## config.mk

```make
export PLATFORM = sky130hd
export DESIGN_NAME = cim_norm_sched
export DESIGN_NICKNAME = d
export VERILOG_FILES = /design/src/rtl/cim_norm_sched.sv
export SDC_FILE = /design/constraint.sdc
export NUM_CORES = 1
export LEC_CHECK = 0
export CORE_MARGIN = 2
export CORE_UTILIZATION = 25
export DETAILED_ROUTE_END_ITERATION = 12
export SLEW_MARGIN = 20
export SYNTH_ARGS = -nofsm -noshare
export SYNTH_HDL_FRONTEND = slang
export SYNTH_SLANG_ARGS = --single-unit
```

## constraint.sdc

```tcl
create_clock -name clk -period 6.3 [get_ports clk]
set_input_delay 0.63 -clock clk [delete_from_list [all_inputs] [get_ports clk]]
set_output_delay 0.63 -clock clk [all_outputs]
set_load 0.02 [all_outputs]
```

## src/rtl/cim_norm_sched.sv

```systemverilog
// -----------------------------------------------------------------------------
// cim_norm_sched
//
// Round-robin scheduler that shares one CIM floating-point carry/normalization
// datapath between NREQ column accumulators. A granted accumulator result is
// latched into operand registers. It is presented to the datapath with two
// consecutive strobes, and the datapath result is captured one cycle later.
// The result is returned with the requester ID over a valid/ready response port.
//
// Optional feature macro: CIM_NORM_ZERO_BYPASS_EN
//   When defined, a granted operand of zero skips the datapath and goes
//   straight to the response state with exp=0, mant=0 and the latched sign.
//
// Handshakes:
//   req_*  : req_ready[g] is a one-hot, single-cycle grant. It is driven
//            combinationally in IDLE, and the transfer completes in any cycle
//            where req_valid[g] && req_ready[g].
//   rsp_*  : rsp_valid stays high with every rsp_* field held stable until
//            the cycle where rsp_valid && rsp_ready. That cycle completes the
//            transfer.
//
// Ports:
//   clk, RSTN           clock, synchronous active-low reset
//   cfg_infp            FP mode; low blocks new grants; mirrored on dp_infp
//   req_valid/ready     per-requester request handshake
//   req_data            NREQ x 18-bit signed accumulator values
//   req_sign            NREQ x sign
//   req_exp_max         NREQ x 5-bit block max exponent
//   dp_input_number,
//   dp_sign_buf,
//   dp_exp_max          operand registers driven to the datapath
//   dp_accum_out_valid  datapath strobe (ISSUE1, ISSUE2)
//   dp_infp             equals cfg_infp
//   dp_carry_done       datapath done flag, sampled in ISSUE2
//   dp_exp/mant/sign    datapath results, sampled in CAPTURE
//   rsp_valid/ready     response handshake
//   rsp_id/exp/mant/
//   rsp_sign/rsp_err    response payload
//   err_sticky          set on any datapath timeout, cleared only by reset
//   dbg_state           current FSM state (debug)
// -----------------------------------------------------------------------------
module cim_norm_sched #(
  parameter  int NREQ = 4,
  localparam int ID_W = (NREQ > 1) ? $clog2(NREQ) : 1
) (
  input  logic                 clk,
  input  logic                 RSTN,
  input  logic                 cfg_infp,
  input  logic [NREQ-1:0]      req_valid,
  output logic [NREQ-1:0]      req_ready,
  input  logic [NREQ*18-1:0]   req_data,
  input  logic [NREQ-1:0]      req_sign,
  input  logic [NREQ*5-1:0]    req_exp_max,
  output logic [17:0]          dp_input_number,
  output logic                 dp_sign_buf,
  output logic [4:0]           dp_exp_max,
  output logic                 dp_accum_out_valid,
  output logic                 dp_infp,
  input  logic                 dp_carry_done,
  input  logic [4:0]           dp_exp,
  input  logic [2:0]           dp_mant,
  input  logic                 dp_sign,
  output logic                 rsp_valid,
  input  logic                 rsp_ready,
  output logic [ID_W-1:0]      rsp_id,
  output logic [4:0]           rsp_exp,
  output logic [2:0]           rsp_mant,
  output logic                 rsp_sign,
  output logic                 rsp_err,
  output logic                 err_sticky,
  output logic [2:0]           dbg_state
);

  typedef enum logic [2:0] {
    S_IDLE    = 3'd0,
    S_ISSUE1  = 3'd1,
    S_ISSUE2  = 3'd2,
    S_CAPTURE = 3'd3,
    S_RESP    = 3'd4
  } state_t;

  state_t            state_q, state_d;
  logic [ID_W-1:0]   rr_ptr_q;
  logic [17:0]       op_data_q;
  logic              op_sign_q;
  logic [4:0]        op_emax_q;
  logic [ID_W-1:0]   op_id_q;
  logic              done_q;

  logic              grant_found;
  logic [ID_W-1:0]   grant_idx;
  logic [ID_W-1:0]   cand_idx;
  logic              grant_en;
  logic [17:0]       sel_data;
  logic              sel_sign;
  logic [4:0]        sel_emax;
  logic              sel_zero;

  // Round-robin pick: scan from rr_ptr upward with wrap, and take the first
  // valid requester.
  always_comb begin
    grant_found = 1'b0;
    grant_idx   = '0;
    cand_idx    = '0;
    for (int k = 0; k < NREQ; k++) begin
      cand_idx = ID_W'((int'(rr_ptr_q) + k) % NREQ);
      if (!grant_found && req_valid[cand_idx]) begin
        grant_found = 1'b1;
        grant_idx   = cand_idx;
      end
    end
  end

  // Operand mux for the winning requester.
  always_comb begin
    sel_data = '0;
    sel_sign = 1'b0;
    sel_emax = '0;
    for (int k = 0; k < NREQ; k++) begin
      if (ID_W'(k) == grant_idx) begin
        sel_data = req_data[k*18 +: 18];
        sel_sign = req_sign[k];
        sel_emax = req_exp_max[k*5 +: 5];
      end
    end
  end

  assign sel_zero = (sel_data == '0);

  // A grant happens only in IDLE. Gating with RSTN means a requester is never
  // told it was accepted in a cycle whose state update reset will discard.
  assign grant_en = (state_q == S_IDLE) && RSTN && cfg_infp && grant_found;

  always_comb begin
    req_ready = '0;
    if (grant_en) begin
      req_ready[grant_idx] = 1'b1;
    end
  end

  // Next-state logic.
  always_comb begin
    state_d = state_q;
    case (state_q)
      S_IDLE: begin
        if (grant_en) begin
`ifdef CIM_NORM_ZERO_BYPASS_EN
          state_d = sel_zero ? S_RESP : S_ISSUE1;
`else
          state_d = S_ISSUE1;
`endif
        end
      end
      S_ISSUE1:  state_d = S_ISSUE2;
      S_ISSUE2:  state_d = S_CAPTURE;
      S_CAPTURE: state_d = S_RESP;
      S_RESP: begin
        // No grant in the handshake cycle; the next one is in IDLE.
        if (rsp_ready) begin
          state_d = S_IDLE;
        end
      end
      default:   state_d = S_IDLE;
    endcase
  end

  always_ff @(posedge clk) begin
    if (!RSTN) begin
      state_q    <= S_IDLE;
      rr_ptr_q   <= '0;
      op_data_q  <= '0;
      op_sign_q  <= 1'b0;
      op_emax_q  <= '0;
      op_id_q    <= '0;
      done_q     <= 1'b0;
      rsp_id     <= '0;
      rsp_exp    <= '0;
      rsp_mant   <= '0;
      rsp_sign   <= 1'b0;
      rsp_err    <= 1'b0;
      err_sticky <= 1'b0;
    end else begin
      state_q <= state_d;
      if (grant_en) begin
        op_data_q <= sel_data;
        op_sign_q <= sel_sign;
        op_emax_q <= sel_emax;
        op_id_q   <= grant_idx;
        rr_ptr_q  <= (grant_idx == ID_W'(NREQ-1)) ? '0 : grant_idx + 1'b1;
`ifdef CIM_NORM_ZERO_BYPASS_EN
        if (sel_zero) begin
          rsp_id   <= grant_idx;
          rsp_exp  <= '0;
          rsp_mant <= '0;
          rsp_sign <= sel_sign;
          rsp_err  <= 1'b0;
        end
`endif
      end
      // The datapath needs both strobes. It should report done during the
      // second strobe, so that is the only cycle in which the flag is meaningful.
      if (state_q == S_ISSUE2) begin
        done_q <= dp_carry_done;
      end
      if (state_q == S_CAPTURE) begin
        rsp_id   <= op_id_q;
        rsp_exp  <= dp_exp;
        rsp_mant <= dp_mant;
        rsp_sign <= dp_sign;
        rsp_err  <= !done_q;
        if (!done_q) begin
          err_sticky <= 1'b1;
        end
      end
    end
  end

  assign dp_input_number    = op_data_q;
  assign dp_sign_buf        = op_sign_q;
  assign dp_exp_max         = op_emax_q;
  assign dp_accum_out_valid = (state_q == S_ISSUE1) || (state_q == S_ISSUE2);
  assign dp_infp            = cfg_infp;
  assign rsp_valid          = (state_q == S_RESP);
  assign dbg_state          = state_q;

endmodule

```

* Yosys cells after proc, flatten, opt, wreduce, memory -nomap -nowiden
Cells that the tools add are included.
** Storage, ports and cells
- Memories :: 0
- Latch bits :: 0
- Word-level logic and storage cells :: 85
- Output and inout port bits :: 47
- Flip-flop bits (word level) :: 45
- Bits in read-only memories :: 0
- Input port bits :: 114
- RAM bits :: 0
** Operators by class
- $add $sub $neg :: 4
- Equal/unequal tests :: 10
- Multiply operators :: 0
- Order comparisons :: 6
- Reductions and logical operators :: 16
- Shift operators :: 0
- Muxes and demuxes :: 35
- Divide/modulo/power cells :: 0
- Bitwise logic cells :: 1
** Operators with widths (count)
- 2-to-1 mux 18 bit :: 4
- 2-to-1 mux 5 bit :: 4
- < comparator 2 x 3 -> 1 bit, second input constant :: 5
- one-hot mux 3 bit (5 select lines) :: 1
- 2-to-1 mux 1 bit :: 13
- 2-to-1 mux 2 bit :: 5
- binary-select mux 1 bit (select 2 bit) :: 4
- logical AND 1 bit :: 7
- equality test 3 x 2 -> 1 bit, second input constant :: 2
- 2-to-1 mux 3 bit :: 2
- adder 2 x 1 -> 2 bit, second input constant :: 2
- adder 2 bit, second input constant :: 2
- equality test 2 bit, first input constant :: 2
- logical NOT 1 bit :: 4
- 2-to-1 mux 4 bit :: 1
- AND reduction 2 bit :: 2
- equality test 3 x 1 -> 1 bit, second input constant :: 1
- equality test 3 bit, second input constant :: 1
- logical NOT 3 bit :: 1
- demux 1 bit (select 2 bit) :: 1
- equality test 1 x 2 -> 1 bit, first input constant :: 1
- equality test 2 bit, second input constant :: 1
- >= comparator 2 x 1 -> 1 bit, second input constant :: 1
- logical NOT 2 bit :: 1
- 4 further kinds :: 4

* Longest topological paths before layout
- Word-level depth :: 17
- Gate-level depth with buffers :: 9

* Worst setup path before layout
OpenSTA, ideal clock, no wires.
- Path kind :: input -> output
- Start point :: in req_valid[2]
- End point :: out req_ready[1]
- Path buffers :: 2
- Stages on the path :: 7
- Data arrival time :: 2.144 ns
- Setup slack :: 3.526 ns
- Path through :: nor2b_1 -> a311oi_1 -> or2_2 -> ha_1 -> clkbuf_1 -> clkbuf_1 -> and2_1
** On the way
- Cells in the longest elaborated chain, start to end :: 17
- Elaborated cells between the ends (all ways) :: 29
- Classes of those cells :: order compare: 2; mux: 19; reduce/logical: 8
** RTL lines
- start: declaration :: line 49 : input logic [NREQ-1:0] req_valid,
- binary-select mux 1 bit (select 2 bit) :: line 107 : if (!grant_found && req_valid[cand_idx]) begin
- 2-to-1 mux 1 bit (implied by the code) :: line 107
- 2-to-1 mux 1 bit :: line 107
- logical NOT 1 bit :: line 107
- logical AND 1 bit :: line 107
- 2-to-1 mux 1 bit :: line 107
- logical NOT 1 bit :: line 107
- logical AND 1 bit :: line 107
- 2-to-1 mux 1 bit :: line 107
- logical NOT 1 bit :: line 107
- logical AND 1 bit :: line 107
- 2-to-1 mux 2 bit :: line 107
- < comparator 2 x 3 -> 1 bit (implied by the code) / >= comparator 2 x 1 -> 1 bit (equally long branches) :: line 137 : req_ready[grant_idx] = 1'b1;
- logical AND 1 bit (implied by the code) :: line 137
- 2-to-1 mux 1 bit (implied by the code) :: line 137
- demux 1 bit (select 2 bit) :: line 137
- 2-to-1 mux 4 bit (*) :: line 136 : if (grant_en) begin
- end: declaration :: line 50 : output logic [NREQ-1:0] req_ready,
Mark *: on every way between the ends. The rest lies on a longest branch, timed or not. The select of a mux whose other input is x is not followed.

* Worst setup path in the final report
- Start point :: in req_valid[0]
- End point :: out req_ready[1]
Same word-level chain as after synthesis.

==> flow_summary.json <==
{
  "postLayoutCoreUtil_pct": 45.2,
  "stdcell_count": 539,
  "cts_buffer_depth": 2,
  "drv_cap": 0,
  "core_um2": 9240,
  "ctsHoldBuffers": 0,
  "syn-instance-count": 269,
  "cts-resized-gates": 0,
  "crit_arrival_ns": 3.62,
  "io_buffers": 160,
  "fin_crit_ns": 4.25,
  "p_per_area_nw_per_um2": 238,
  "yosysUniqueCellTypes": 33,
  "synth_seq_area_share_pct": 37.8,
  "cts_tree": "done",
  "dpl.hpwl_um": 6580,
  "antenna_found_initial": 0,
  "critPathLaunchType": "primary input",
  "drv_slew": 0,
  "drtAntennaViolNets": 0,
  "yosysTopAreaCell": "dfxtp_1",
  "path_class": "in2out",
  "vias": 2739,
  "yosysWarnings": 0,
  "synth_fp_nets": 387,
  "io_pins": 161,
  "relSlewSlack_pct": 29.3,
  "grt_remaining_overflow": 0,
  "yosys-top-cells-area": "dfxtp_1, o311ai_0, a221oi_1",
  "clkSlewWorstSetupHoldPaths_ns": 0.09,
  "die-height_um": 102,
  "numCtsBuffers": 5,
  "netlist_area_um2": 2380,
  "clkLatencyLatePin_ns": 0.29,
  "place_congestion": 0.763,
  "cts_max_level": 2,
  "routed_wl_um": 9040,
  "dp.cells": 531,
  "wire_per_inst_um": 16.8,
  "period_share_pct": 67.5,
  "die_w_um": 102,
  "vias_per_cell": 5.08,
  "cp.required_ns": 5.67,
  "grt_pass1_wl_um": 14100,
  "area_growth_syn_to_layout_pct": 75.4,
  "status": "finished clean",
  "nFillCells": 930,
  "drt_pass1_iterations": 4,
  "cellLeakagePower_nw": 1.40,
  "syn_area_per_cell_um2": 8.86,
  "tns_ns": 0,
  "crit_fanout": 27,
  "n_antenna_cell": 0,
  "initial_core_util_pct": 25.8,
  "nets": 527,
  "fmax_mhz": 235,
  "grt_pass1_vias": 2748,
  "grt_usage_pct": 17.1,
  "cts_root_buffer": "clkbuf_8",
  "rsz0062_at_grt": "false",
  "skew_ns": 0.00466,
  "tightest_slew_ns": 1.06,
  "post_cts_buffers": 0,
  "num_rows": 35,
  "fp.dieArea_um2": 10300,
  "critPathCaptureType": "primary output",
  "finalSetupViolCount": 0,
  "hold_viol": 0,
  "drt_iter0_markers": 70,
  "drcViolationCount": 0,
  "hp-class": "reg2reg",
  "cts.sinks": 45,
  "synth_top_area_share_pct": 37.8,
  "vdd_ir_drop_max_mv": 0.120,
  "synth_seq_cells": 45,
  "drive_gt1_share_pct": 4.15,
  "grt_max_degree": 45
}
## state kept, by name (all words and copies together), names as in the netlist
signal,count
rsp_mant,3
op_id_q,2
rr_ptr_q,2
rsp_err,1
rsp_sign,1
rsp_exp,5
rsp_id,2
dp_input_number,18
dbg_state,3
dp_sign_buf,1
done_q,1
dp_exp_max,5
err_sticky,1
## final cells by class
type / instances / area [um2] / area share [%]
tap: 129 / 161 / 3.86
timing repair buffer: 164 / 1630 / 39.1
sequential: 45 / 901 / 21.6
clock buffer: 5 / 68.8 / 1.65
multi-input combinational: 189 / 1340 / 32.0
clock inverter: 3 / 65.1 / 1.56
inverter: 4 / 15.0 / 0.359
## layer usage
layer | GRT usage, % | part of all wire, % | vias to the layer above
met3 | 4.28 | 6.1 | 19
met5 | 0 | 0 | -
met2 | 28.7 | 49 | 88
met4 | 5.41 | 2.5 | 0
li1 | - | - | 1351
met1 | 21.5 | 42 | 1281
## power by group
part	internal [W]	switching [W]
clock	0.000158	0.0000991
combinational	0.000195	0.000201
sequential	0.000319	0.0000224
## per-stage QoR
step | instance area, um2 | total power (W) | worst slack [ns] | hold WS [ns]
2_1_floorplan | 2380 | 0.000559 | 3.53 | 0.438
3_3_place_gp | 4040 | 0.000744 | 2.16 | 0.452
3_5_place_dp | 4040 | 0.000748 | 2.05 | 0.456
4_1_cts | 4180 | 0.00101 | 2.04 | 0.469
5_1_grt | 4180 | 0.00105 | 1.84 | 0.485
6_report | 4180 | 0.000995 | 2.05 | 0.462
## worst max-delay path, cell delays in order
cell and delay (ns):
clkdlybuf4s50_1 0.54, nand2_1 0.11, a311oi_1 0.43, or2_2 0.21, ha_1 0.86, and2_1 0.24
clkdlybuf4s50_1 0.61
## cell usage in the layout (no fill, tap or decap), types with 2 or more instances in the layout
cell	count
and3b_1	2
o31ai_1	26
and2_1	3
o311ai_0	26
nand2b_1	5
nand2_1	26
buf_4	4
nor2_1	8
dfxtp_1	45
a221oi_1	23
clkdlybuf4s50_1	160
nor3b_1	3
o22ai_1	24
or3_1	2
ha_1	4
bufinv_16	2
inv_1	4
nor2b_1	3
clkbuf_8	5
o21a_1	2
nor3_1	2
a21boi_0	13
mux2i_1	3
or2_2	3
a21oi_1	2
## synth_stat cells
library cell / count
clkbuf_1: 26
nor2b_1: 4
and3b_1: 2
nor3b_1: 3
o21a_1: 2
buf_6: 2
nand2_1: 26
xnor2_1: 1
or2_2: 3
and2_1: 3
o311ai_0: 26
or3b_1: 1
nand2b_1: 5
buf_4: 2
a21oi_1: 2
ha_1: 4
a221oi_1: 23
o22ai_1: 24
nand3b_1: 1
a311oi_1: 1
nor2_1: 8
nor4_1: 1
a211oi_1: 1
dfxtp_1: 45
o31a_1: 1
buf_2: 1
a21boi_0: 13
o41ai_1: 1
mux2i_1: 3
inv_1: 4
nor3_1: 2
or3_1: 2
o31ai_1: 26
## worst paths after layout
check                                         startpoint                          endpoint  slack, ns  cells after the start
worst max register to register  rr_ptr_q[1]$_SDFFE_PN0N_  dp_input_number[14]$_SDFFE_PN0N_       3.12                      7
worst min register to register     rsp_sign$_SDFFE_PN0P_             rsp_sign$_SDFFE_PN0P_       0.46                      2
worst max-delay path                        req_valid[0]                      req_ready[1]       2.05                      7
worst min-delay path               rsp_sign$_SDFFE_PN0P_             rsp_sign$_SDFFE_PN0P_       0.46                      2
## cells by family (layout without fill, tap and decap cells)
logic type | count (synthesis) | in the layout | share of synthesized area (%)
AOI/OAI and AO/OA | 120 | 120 | 39.1
xor gates and xnor gates | 1 | 1 | 0.368
adders and majority gates | 4 | 4 | 2.10
buffers and inverters | 35 | 176 | 6.51
DFF | 45 | 45 | 37.8
muxes | 3 | 3 | 1.26
and+or+nand+nor | 61 | 61 | 12.9
Note: power is estimated with default switching activity, not from simulation.
